File: src/rtl/cvbs_sync_gen.sv
// cvbs_sync_gen: PAL 625-line interlaced composite sync/level generator.
// Counts ce ticks and lines, inserts hsync, equalizing and broad pulses,
// and fills the active window with caller pixels over a programmable black.
// Optional build macro: CVBS_CLAMP_EN clamps active pixels to
// [black, min(black+32, 63)] so pixel data can never imitate a sync tip.
module cvbs_sync_gen #(
  parameter int unsigned LINE_TICKS       = 1536,
  parameter int unsigned HSYNC_TICKS      = 113,
  parameter int unsigned EQ_TICKS         = 56,
  parameter int unsigned BROAD_TICKS      = 655,
  parameter int unsigned BACKPORCH_TICKS  = 137,
  parameter int unsigned FRONTPORCH_TICKS = 40
) (
  input  logic        clk,
  input  logic        reset,
  input  logic        ce,
  input  logic [5:0]  black,
  input  logic [5:0]  pix,
  output logic [5:0]  cvbs,
  output logic        sync_n,
  output logic        vsync,
  output logic        pix_req,
  output logic        field,
  output logic [9:0]  line,
  output logic [10:0] hpos
);

  localparam int unsigned HW = 11;
  localparam int unsigned LW = 10;
  localparam int unsigned VW = 6;

  localparam logic [HW-1:0] H_LAST    = HW'(LINE_TICKS - 1);
  localparam logic [HW-1:0] H_HALF    = HW'(LINE_TICKS / 2);
  localparam logic [HW-1:0] ACT_START = HW'(HSYNC_TICKS + BACKPORCH_TICKS);
  localparam logic [HW-1:0] ACT_END   = HW'(LINE_TICKS - FRONTPORCH_TICKS);
  localparam logic [HW-1:0] W_HSYNC   = HW'(HSYNC_TICKS);
  localparam logic [HW-1:0] W_EQ      = HW'(EQ_TICKS);
  localparam logic [HW-1:0] W_BROAD   = HW'(BROAD_TICKS);

  localparam logic [LW-1:0] LINE_FIRST = LW'(1);
  localparam logic [LW-1:0] LINE_LAST  = LW'(625);
  localparam logic [LW-1:0] LINE_F0END = LW'(312);

  typedef enum logic [1:0] {
    HT_NONE  = 2'd0,
    HT_NORM  = 2'd1,
    HT_EQ    = 2'd2,
    HT_BROAD = 2'd3
  } half_t;

  half_t         h1_type_c;
  half_t         h2_type_c;
  half_t         cur_type_c;
  logic          second_half_c;
  logic [HW-1:0] off_c;
  logic          low_c;
  logic          vsync_c;
  logic          active_line_c;
  logic          win_c;
  logic [VW-1:0] level_c;

  // Half-line pulse types from the field line table
  always_comb begin
    h1_type_c = HT_NORM;
    h2_type_c = HT_NONE;
    if (line <= 10'd2) begin
      h1_type_c = HT_BROAD; h2_type_c = HT_BROAD;
    end else if (line == 10'd3) begin
      h1_type_c = HT_BROAD; h2_type_c = HT_EQ;
    end else if (line <= 10'd5) begin
      h1_type_c = HT_EQ;    h2_type_c = HT_EQ;
    end else if (line <= 10'd310) begin
      h1_type_c = HT_NORM;  h2_type_c = HT_NONE;
    end else if (line <= 10'd312) begin
      h1_type_c = HT_EQ;    h2_type_c = HT_EQ;
    end else if (line == 10'd313) begin
      h1_type_c = HT_EQ;    h2_type_c = HT_BROAD;
    end else if (line <= 10'd315) begin
      h1_type_c = HT_BROAD; h2_type_c = HT_BROAD;
    end else if (line <= 10'd317) begin
      h1_type_c = HT_EQ;    h2_type_c = HT_EQ;
    end else if (line == 10'd318) begin
      h1_type_c = HT_EQ;    h2_type_c = HT_NONE;
    end else if (line <= 10'd622) begin
      h1_type_c = HT_NORM;  h2_type_c = HT_NONE;
    end else if (line == 10'd623) begin
      h1_type_c = HT_NORM;  h2_type_c = HT_EQ;
    end else begin
      h1_type_c = HT_EQ;    h2_type_c = HT_EQ;
    end
  end

  // Pulse low decision relative to the start of the current half-line
  always_comb begin
    second_half_c = (hpos >= H_HALF);
    off_c         = second_half_c ? (hpos - H_HALF) : hpos;
    cur_type_c    = second_half_c ? h2_type_c : h1_type_c;
    low_c         = 1'b0;
    case (cur_type_c)
      HT_NORM:  low_c = (off_c < W_HSYNC);
      HT_EQ:    low_c = (off_c < W_EQ);
      HT_BROAD: low_c = (off_c < W_BROAD);
      default:  low_c = 1'b0;
    endcase
    vsync_c       = (cur_type_c == HT_BROAD);
    active_line_c = ((line >= 10'd23)  && (line <= 10'd310)) ||
                    ((line >= 10'd336) && (line <= 10'd622));
    win_c         = active_line_c && (hpos >= ACT_START) && (hpos < ACT_END);
  end

`ifdef CVBS_CLAMP_EN
  logic [6:0]    hi7_c;
  logic [VW-1:0] hi_c;
  logic [VW-1:0] lo_sel_c;

  // Active level kept between black and black+32 (saturated at full scale)
  always_comb begin
    hi7_c    = 7'({1'b0, black}) + 7'd32;
    hi_c     = hi7_c[6] ? 6'd63 : hi7_c[5:0];
    lo_sel_c = (pix < black) ? black : pix;
    level_c  = (lo_sel_c > hi_c) ? hi_c : lo_sel_c;
  end
`else
  // Active level passed through untouched
  assign level_c = pix;
`endif

  // Line/tick counters and field flag
  always_ff @(posedge clk) begin
    if (reset) begin
      hpos  <= '0;
      line  <= LINE_FIRST;
      field <= 1'b0;
    end else if (ce) begin
      if (hpos == H_LAST) begin
        hpos <= '0;
        if (line == LINE_LAST) begin
          line  <= LINE_FIRST;
          field <= 1'b0;
        end else begin
          line <= line + LW'(1);
          if (line == LINE_F0END) field <= 1'b1;
        end
      end else begin
        hpos <= hpos + HW'(1);
      end
    end
  end

  // Registered video outputs, one ce behind the counters
  always_ff @(posedge clk) begin
    if (reset) begin
      cvbs    <= '0;
      sync_n  <= 1'b0;
      vsync   <= 1'b0;
      pix_req <= 1'b0;
    end else if (ce) begin
      sync_n  <= ~low_c;
      vsync   <= vsync_c;
      pix_req <= win_c;
      if (low_c)      cvbs <= '0;
      else if (win_c) cvbs <= level_c;
      else            cvbs <= black;
    end
  end

endmodule

File: config.mk
export PLATFORM = sky130hd
export DESIGN_NAME = cvbs_sync_gen
export DESIGN_NICKNAME = d
export VERILOG_FILES = /design/src/rtl/cvbs_sync_gen.sv
export SDC_FILE = /design/constraint.sdc
export NUM_CORES = 1
export LEC_CHECK = 0
export BUFFER_PORTS_ARGS = -buffer_cell sky130_fd_sc_hd__buf_4
export CAP_MARGIN = 40
export CELL_PAD_IN_SITES_DETAIL_PLACEMENT = 1
export CELL_PAD_IN_SITES_GLOBAL_PLACEMENT = 1
export CORE_MARGIN = 2
export CORE_UTILIZATION = 42
export DETAILED_ROUTE_END_ITERATION = 7
export PLACE_DENSITY = 0.87
export SYNTH_ARGS = -nofsm -noshare
export SYNTH_HDL_FRONTEND = slang
export SYNTH_SLANG_ARGS = --single-unit
File: constraint.sdc
create_clock -name clk -period 4.9 [get_ports clk]
set_input_delay 0.49 -clock clk [delete_from_list [all_inputs] [get_ports clk]]
set_output_delay 0.49 -clock clk [all_outputs]
set_load 0.03 [all_outputs]
# == After elaboration in Yosys (flattened, before gate mapping) ==
# Index checks and enable logic that the tools add are counted.
# word_totals
ff_bits,31
out_inout_bits,31
word_cells,74
# classes
add_sub_neg,3
order_cmp,15
n_eq_ne,10
muxes,30
bitwise_logic,1
reduce_logical,8
# ops
cell,n
2-bit 2-to-1 mux,22
10-bit by 9-bit less-or-equal comparator with 1-bit output (second input constant),4
10-bit by 9-bit equality test with 1-bit output (second input constant),3
11-bit 2-to-1 mux,2
10-bit equality test (second input constant),2
6-bit 2-to-1 mux,2
11-bit by 1-bit adder with 11-bit output (second input constant),1
11-bit equality test (second input constant),1
11-bit by 10-bit greater-or-equal comparator with 1-bit output (second input constant),1
11-bit by 8-bit greater-or-equal comparator with 1-bit output (second input constant),1
11-bit by 10-bit less-than comparator with 1-bit output (second input constant),1
11-bit less-than comparator (second input constant),1
11-bit by 6-bit less-than comparator with 1-bit output (second input constant),1
11-bit by 7-bit less-than comparator with 1-bit output (second input constant),1
11-bit by 10-bit subtractor with 11-bit output (second input constant),1
10-bit by 1-bit adder with 10-bit output (second input constant),1
10-bit by 2-bit equality test with 1-bit output (second input constant),1
10-bit by 5-bit greater-or-equal comparator with 1-bit output (second input constant),1
10-bit by 9-bit greater-or-equal comparator with 1-bit output (second input constant),1
10-bit less-or-equal comparator (second input constant),1
10-bit by 2-bit less-or-equal comparator with 1-bit output (second input constant),1
10-bit by 3-bit less-or-equal comparator with 1-bit output (second input constant),1
10-bit 2-to-1 mux,1
2-bit equality test (second input constant),2
other kinds (9),13

# == Logic depth before layout (Yosys ltp) ==
# logic_depth
word_depth,16
depth_mapped,10
depth_no_buf,9

# == Worst setup path after synthesis ==
# Ideal clock, no wire load.
# synth_path
path_type,reg-to-reg
startpoint,register hpos[9]
endpoint,register cvbs[0]
setup_ns,0.117
arrival_ns,2.560
required_time_ns,4.783
slack_ns,2.223
stages_incl_launch_ff,10
path_buffers,1
path_cell_list,dfxtp_1 -> clkbuf_1 -> inv_1 -> ha_1 -> or4_1 -> a21o_1 -> a311oi_1 -> o21ai_1 -> mux2_4 -> a32o_1
# synth_between
elab_chain_len,5
elab_cells_between_ends,17
cone_classes,1 x add/sub; 6 x order compare; 3 x eq/ne; 5 x mux; 2 x reduce/logical
# synth_lines
element,line_no,source
"start, declared",25,output logic [10:0] hpos
"start signal, assigned",145,hpos <= hpos + HW'(1);
"11-bit by 10-bit subtractor with 11-bit output, or another cell as far along",96,off_c = second_half_c ? (hpos - H_HALF) : hpos;
"11-bit 2-to-1 mux, or another cell as far along",96,
"11-bit by 10-bit less-than comparator with 1-bit output, or another cell as far along",102,HT_BROAD: low_c = (off_c < W_BROAD);
1-bit one-hot mux with 3 select lines / 6-bit 2-to-1 mux (equally long branches),"99, 162",
6-bit 2-to-1 mux (*),161,if (low_c) cvbs <= '0;
"end signal, assigned",162,else if (win_c) cvbs <= level_c;
"end signal, assigned",163,else cvbs <= black;
"end, declared",19,"output logic [5:0] cvbs,"
# Mark *: on every way between the ends. The rest lies on a longest branch, timed or not.
# A chain may end at the register's enable or synchronous reset.

# == Worst setup path in the final report ==
# layout_path
startpoint,register hpos[8]
endpoint,register cvbs[0]
# Same word-level chain as after synthesis.

==> flow_metrics.tcl <==
set metrics [dict create \
    initial_util 0.432 \
    hold_buffers 0 \
    post_synth_instance_area_um2 2010 \
    die_h_um 73.2 \
    wl_met3_um 245 \
    totalWireLength_mm 5.69 \
    wl_met2_mm 2.72 \
    via_per_inst 5.92 \
    rsz0062_at_grt "no" \
    timing.final.max_slew_violations 0 \
    timing.critical_path.depth 8 \
    floorplan.die_area_um2 5360 \
    die-width_um 73.2 \
    mostFrequentLayoutCells "sky130_fd_sc_hd__buf_4 (46), sky130_fd_sc_hd__nor2_1 (36), sky130_fd_sc_hd__dfxtp_1 (31), sky130_fd_sc_hd__nand2_1 (15), sky130_fd_sc_hd__xnor2_1 (10)" \
    tritoncts "built" \
    antenna_cells 0 \
    timing.hold.worst.start "reset" \
    detail_route.drc_violations 0 \
    globalRouteTotalUtil 0.225 \
    synth_warnings 0 \
    power_per_cell_area_nw_per_um2 228 \
    routed_wire_per_std_cell_um 16.9 \
    synthFlopType "sky130_fd_sc_hd__dfxtp_1" \
    min_period_over_period 0.587 \
    detail_route.wirelength.met1_mm 2.65 \
    reg2reg_depth 8 \
    sequential_area_share_after_synthesis 0.308 \
    dp_worst_setup_slack_ns 2.09 \
    dr_total_vias 1990 \
    tns_ns 0 \
    clock_latency_ns 0.29 \
    hpwlAfterDp_mm 4.01 \
    critical_path.max_stage_delay_ns 0.62 \
    global_route.overflow_total 0 \
    postSynthAreaPerCell_um2 8.21 \
    fin_worst_skew_ns 0.00746 \
    crit_path_top_delay_cell "sky130_fd_sc_hd__dfxtp_1" \
    outcome "complete, no violations" \
    worstSetupEndpointType "flip-flop" \
    timing.final.hold_violations 0 \
    critPathArrivalTime_ns 3.06 \
    postRouteAntennaNets 0 \
    timing.max_slew.rel_slack 0.456 \
    drt_first_pass_iters 4 \
    holdPathEnd "line[1]" \
    timing.setup.critical_path_class "reg -> reg" \
    clk_root_buffer_cell "sky130_fd_sc_hd__clkbuf_8" \
    worstPathMaxFanout 13 \
    critical_path_buf_inv_count 1 \
    synth_edf_count 0 \
    r2r-end "cvbs[0]" \
    rows 25 \
    number_of_instances_in_the_synthesized_netlist 245 \
    clk_pin_slew_worst_paths_ns 0.07 \
    fin_crit_ns 2.88 \
    setup.reg_to_reg.worst_slack_ns 2.02 \
    cts_sinks 31 \
    yosysUniqueCellTypes 54 \
    crit_chain "inv_2 -> ha_1 -> or4_1 -> a21o_1 -> a311oi_1 -> o21ai_1 -> mux2_4 -> a32o_1" \
    detailedRoute.firstIterationViolations 146 \
    grt_pass1_wl_mm 9.28 \
    final.setup.worst_slack_ns 2.02 \
    ctsLongestPathBuffers 2 \
    layout-drive-gt1-share 0.238 \
    tritoncts.num_buffers 5 \
    max_freq_mhz 348 \
    floorplan.core_area_um2 4660 \
    area_growth_syn_to_layout_pct 22.3 \
    setup.worst_path.start "hpos[8]" \
    postCtsSetupRepairBufs 0 \
    worst_hold_path.num_cells 2 \
    final_core_utilization 0.528 \
    antenna_found_initial 0 \
    hold_path_class "in -> reg" \
    critPathTopFamily "compound AO/OA/AOI/OAI gates" \
    worst_margin_pin_slew_ns 0.816 \
    number_of_max_capacitance_violations_reported 0 \
    worst_ir_drop_vdd_mv 0.155 \
    report.final.setup_viol 0 \
    top_layer "met4" \
    timing.critical_path.required_ns 5.08 \
    commonest_non_fill_non_tap_cell_in_the_layout "sky130_fd_sc_hd__buf_4" \
    synth_async_sr_flop_share 0 \
    number_of_global_route_vias_before_repair 1863 \
    maximum_number_of_pins_on_one_net_before_global_route_repair 15 \
    static-leakage-power_nw 1.01 \
    globalplace.congestion 0.958 \
    ioPinCount 46 \
    synthesis_stage_register_bit_count 31 \
    number_of_nets_in_the_layout 305 \
    timing.rr.start "hpos[8]" \
    synthesis.nets 269 \
    cts_htree_levels 2 \
    worst_setup_path_start_kind "flip-flop" \
    postCtsResizedCells 0 \
    io_buffers 45 \
]
[synthesized netlist by cell type, types with 2 or more instances]
library cell	number	area (um^2)
sky130_fd_sc_hd__nand4_1	8	50.1
sky130_fd_sc_hd__nor4_1	3	18.8
sky130_fd_sc_hd__a211oi_1	6	45.0
sky130_fd_sc_hd__a311oi_1	3	26.3
sky130_fd_sc_hd__nor3_1	6	30.0
sky130_fd_sc_hd__a32o_1	6	60.1
sky130_fd_sc_hd__buf_2	11	55.1
sky130_fd_sc_hd__nand2_1	15	56.3
sky130_fd_sc_hd__a2bb2oi_1	2	17.5
sky130_fd_sc_hd__inv_1	9	33.8
sky130_fd_sc_hd__and4b_1	2	20.0
sky130_fd_sc_hd__or4_1	2	15.0
sky130_fd_sc_hd__a41oi_1	2	17.5
sky130_fd_sc_hd__nand3b_1	3	22.5
sky130_fd_sc_hd__inv_2	2	7.51
sky130_fd_sc_hd__a21oi_1	8	40.0
sky130_fd_sc_hd__nand2b_1	2	12.5
sky130_fd_sc_hd__a21o_1	6	45.0
sky130_fd_sc_hd__o21ai_1	2	10.0
sky130_fd_sc_hd__mux2_2	6	67.6
sky130_fd_sc_hd__o211ai_1	2	15.0
sky130_fd_sc_hd__xor2_1	8	70.1
sky130_fd_sc_hd__clkbuf_1	4	15.0
sky130_fd_sc_hd__xnor2_1	10	87.6
sky130_fd_sc_hd__o21a_1	3	22.5
sky130_fd_sc_hd__nor2_1	36	135
sky130_fd_sc_hd__dfxtp_1	31	621
sky130_fd_sc_hd__and3_1	3	18.8
sky130_fd_sc_hd__ha_1	9	113
sky130_fd_sc_hd__nand3_1	9	45.0
sky130_fd_sc_hd__o21ai_0	3	15.0
[state kept, by name (all words and copies together) (netlist names)]
register  flops
cvbs          6
field         1
line         10
pix_req       1
hpos         11
sync_n        1
vsync         1
[stage by stage]
step                      hold WS (ns)  power [W]  cells  cell area, um^2
after global routing             0.422   0.000579    336             2460
after floorplan                  0.559   0.000281    245             2010
after global placement           0.451   0.000297    328             2340
after CTS                        0.413   0.000566    336             2460
final                            0.415   0.000560    336             2460
after detailed placement         0.464   0.000298    328             2340
[layout make-up]
class / instances / area [um^2]
Fill cell: 570 / 2200
Clock buffer: 6 / 82.6
Multi-Input combinational cell: 186 / 1270
Inverter: 11 / 41.3
Timing Repair Buffer: 46 / 345
Sequential cell: 31 / 621
Clock inverter: 2 / 35.0
Tap cell: 54 / 67.6
[power breakdown]
group	switching [W]	leakage [nW]	internal, W	total, W
Combinational	0.0000172	0.703	0.0000162	0.0000333
Clock	0.000104	0.0612	0.000164	0.000268
Sequential	0.00000401	0.250	0.000254	0.000258
Total	0.000125	1.01	0.000435	0.000560
[cells by family (layout without fill, tap and decap cells)]
kind of cell	Yosys count	after routing	share of synthesized area
buf+inv	28	65	0.0616
simple gates	96	96	0.244
xor+xnor	18	18	0.0784
compound gates	56	56	0.211
mux	7	7	0.0410
flops	31	31	0.308
fa+ha+maj	9	9	0.0560
[layer usage]
| layer | track usage | vias to the layer above |
|---|---|---|
| met5 | 0 | - |
| met2 | 0.346 | 50 |
| met4 | 0.0658 | 0 |
| met1 | 0.313 | 966 |
| met3 | 0.0525 | 9 |
| li1 | - | 965 |
[worst max-delay path by stage]
stage               slack (ns)      end
finish                    2.02  cvbs[0]
floorplan                 2.22  cvbs[0]
CTS                       2.05  cvbs[0]
global placement          2.16  cvbs[1]
global route              1.88  cvbs[5]
detailed placement        2.09  cvbs[0]
Note: power is estimated with default switching activity, not from simulation.
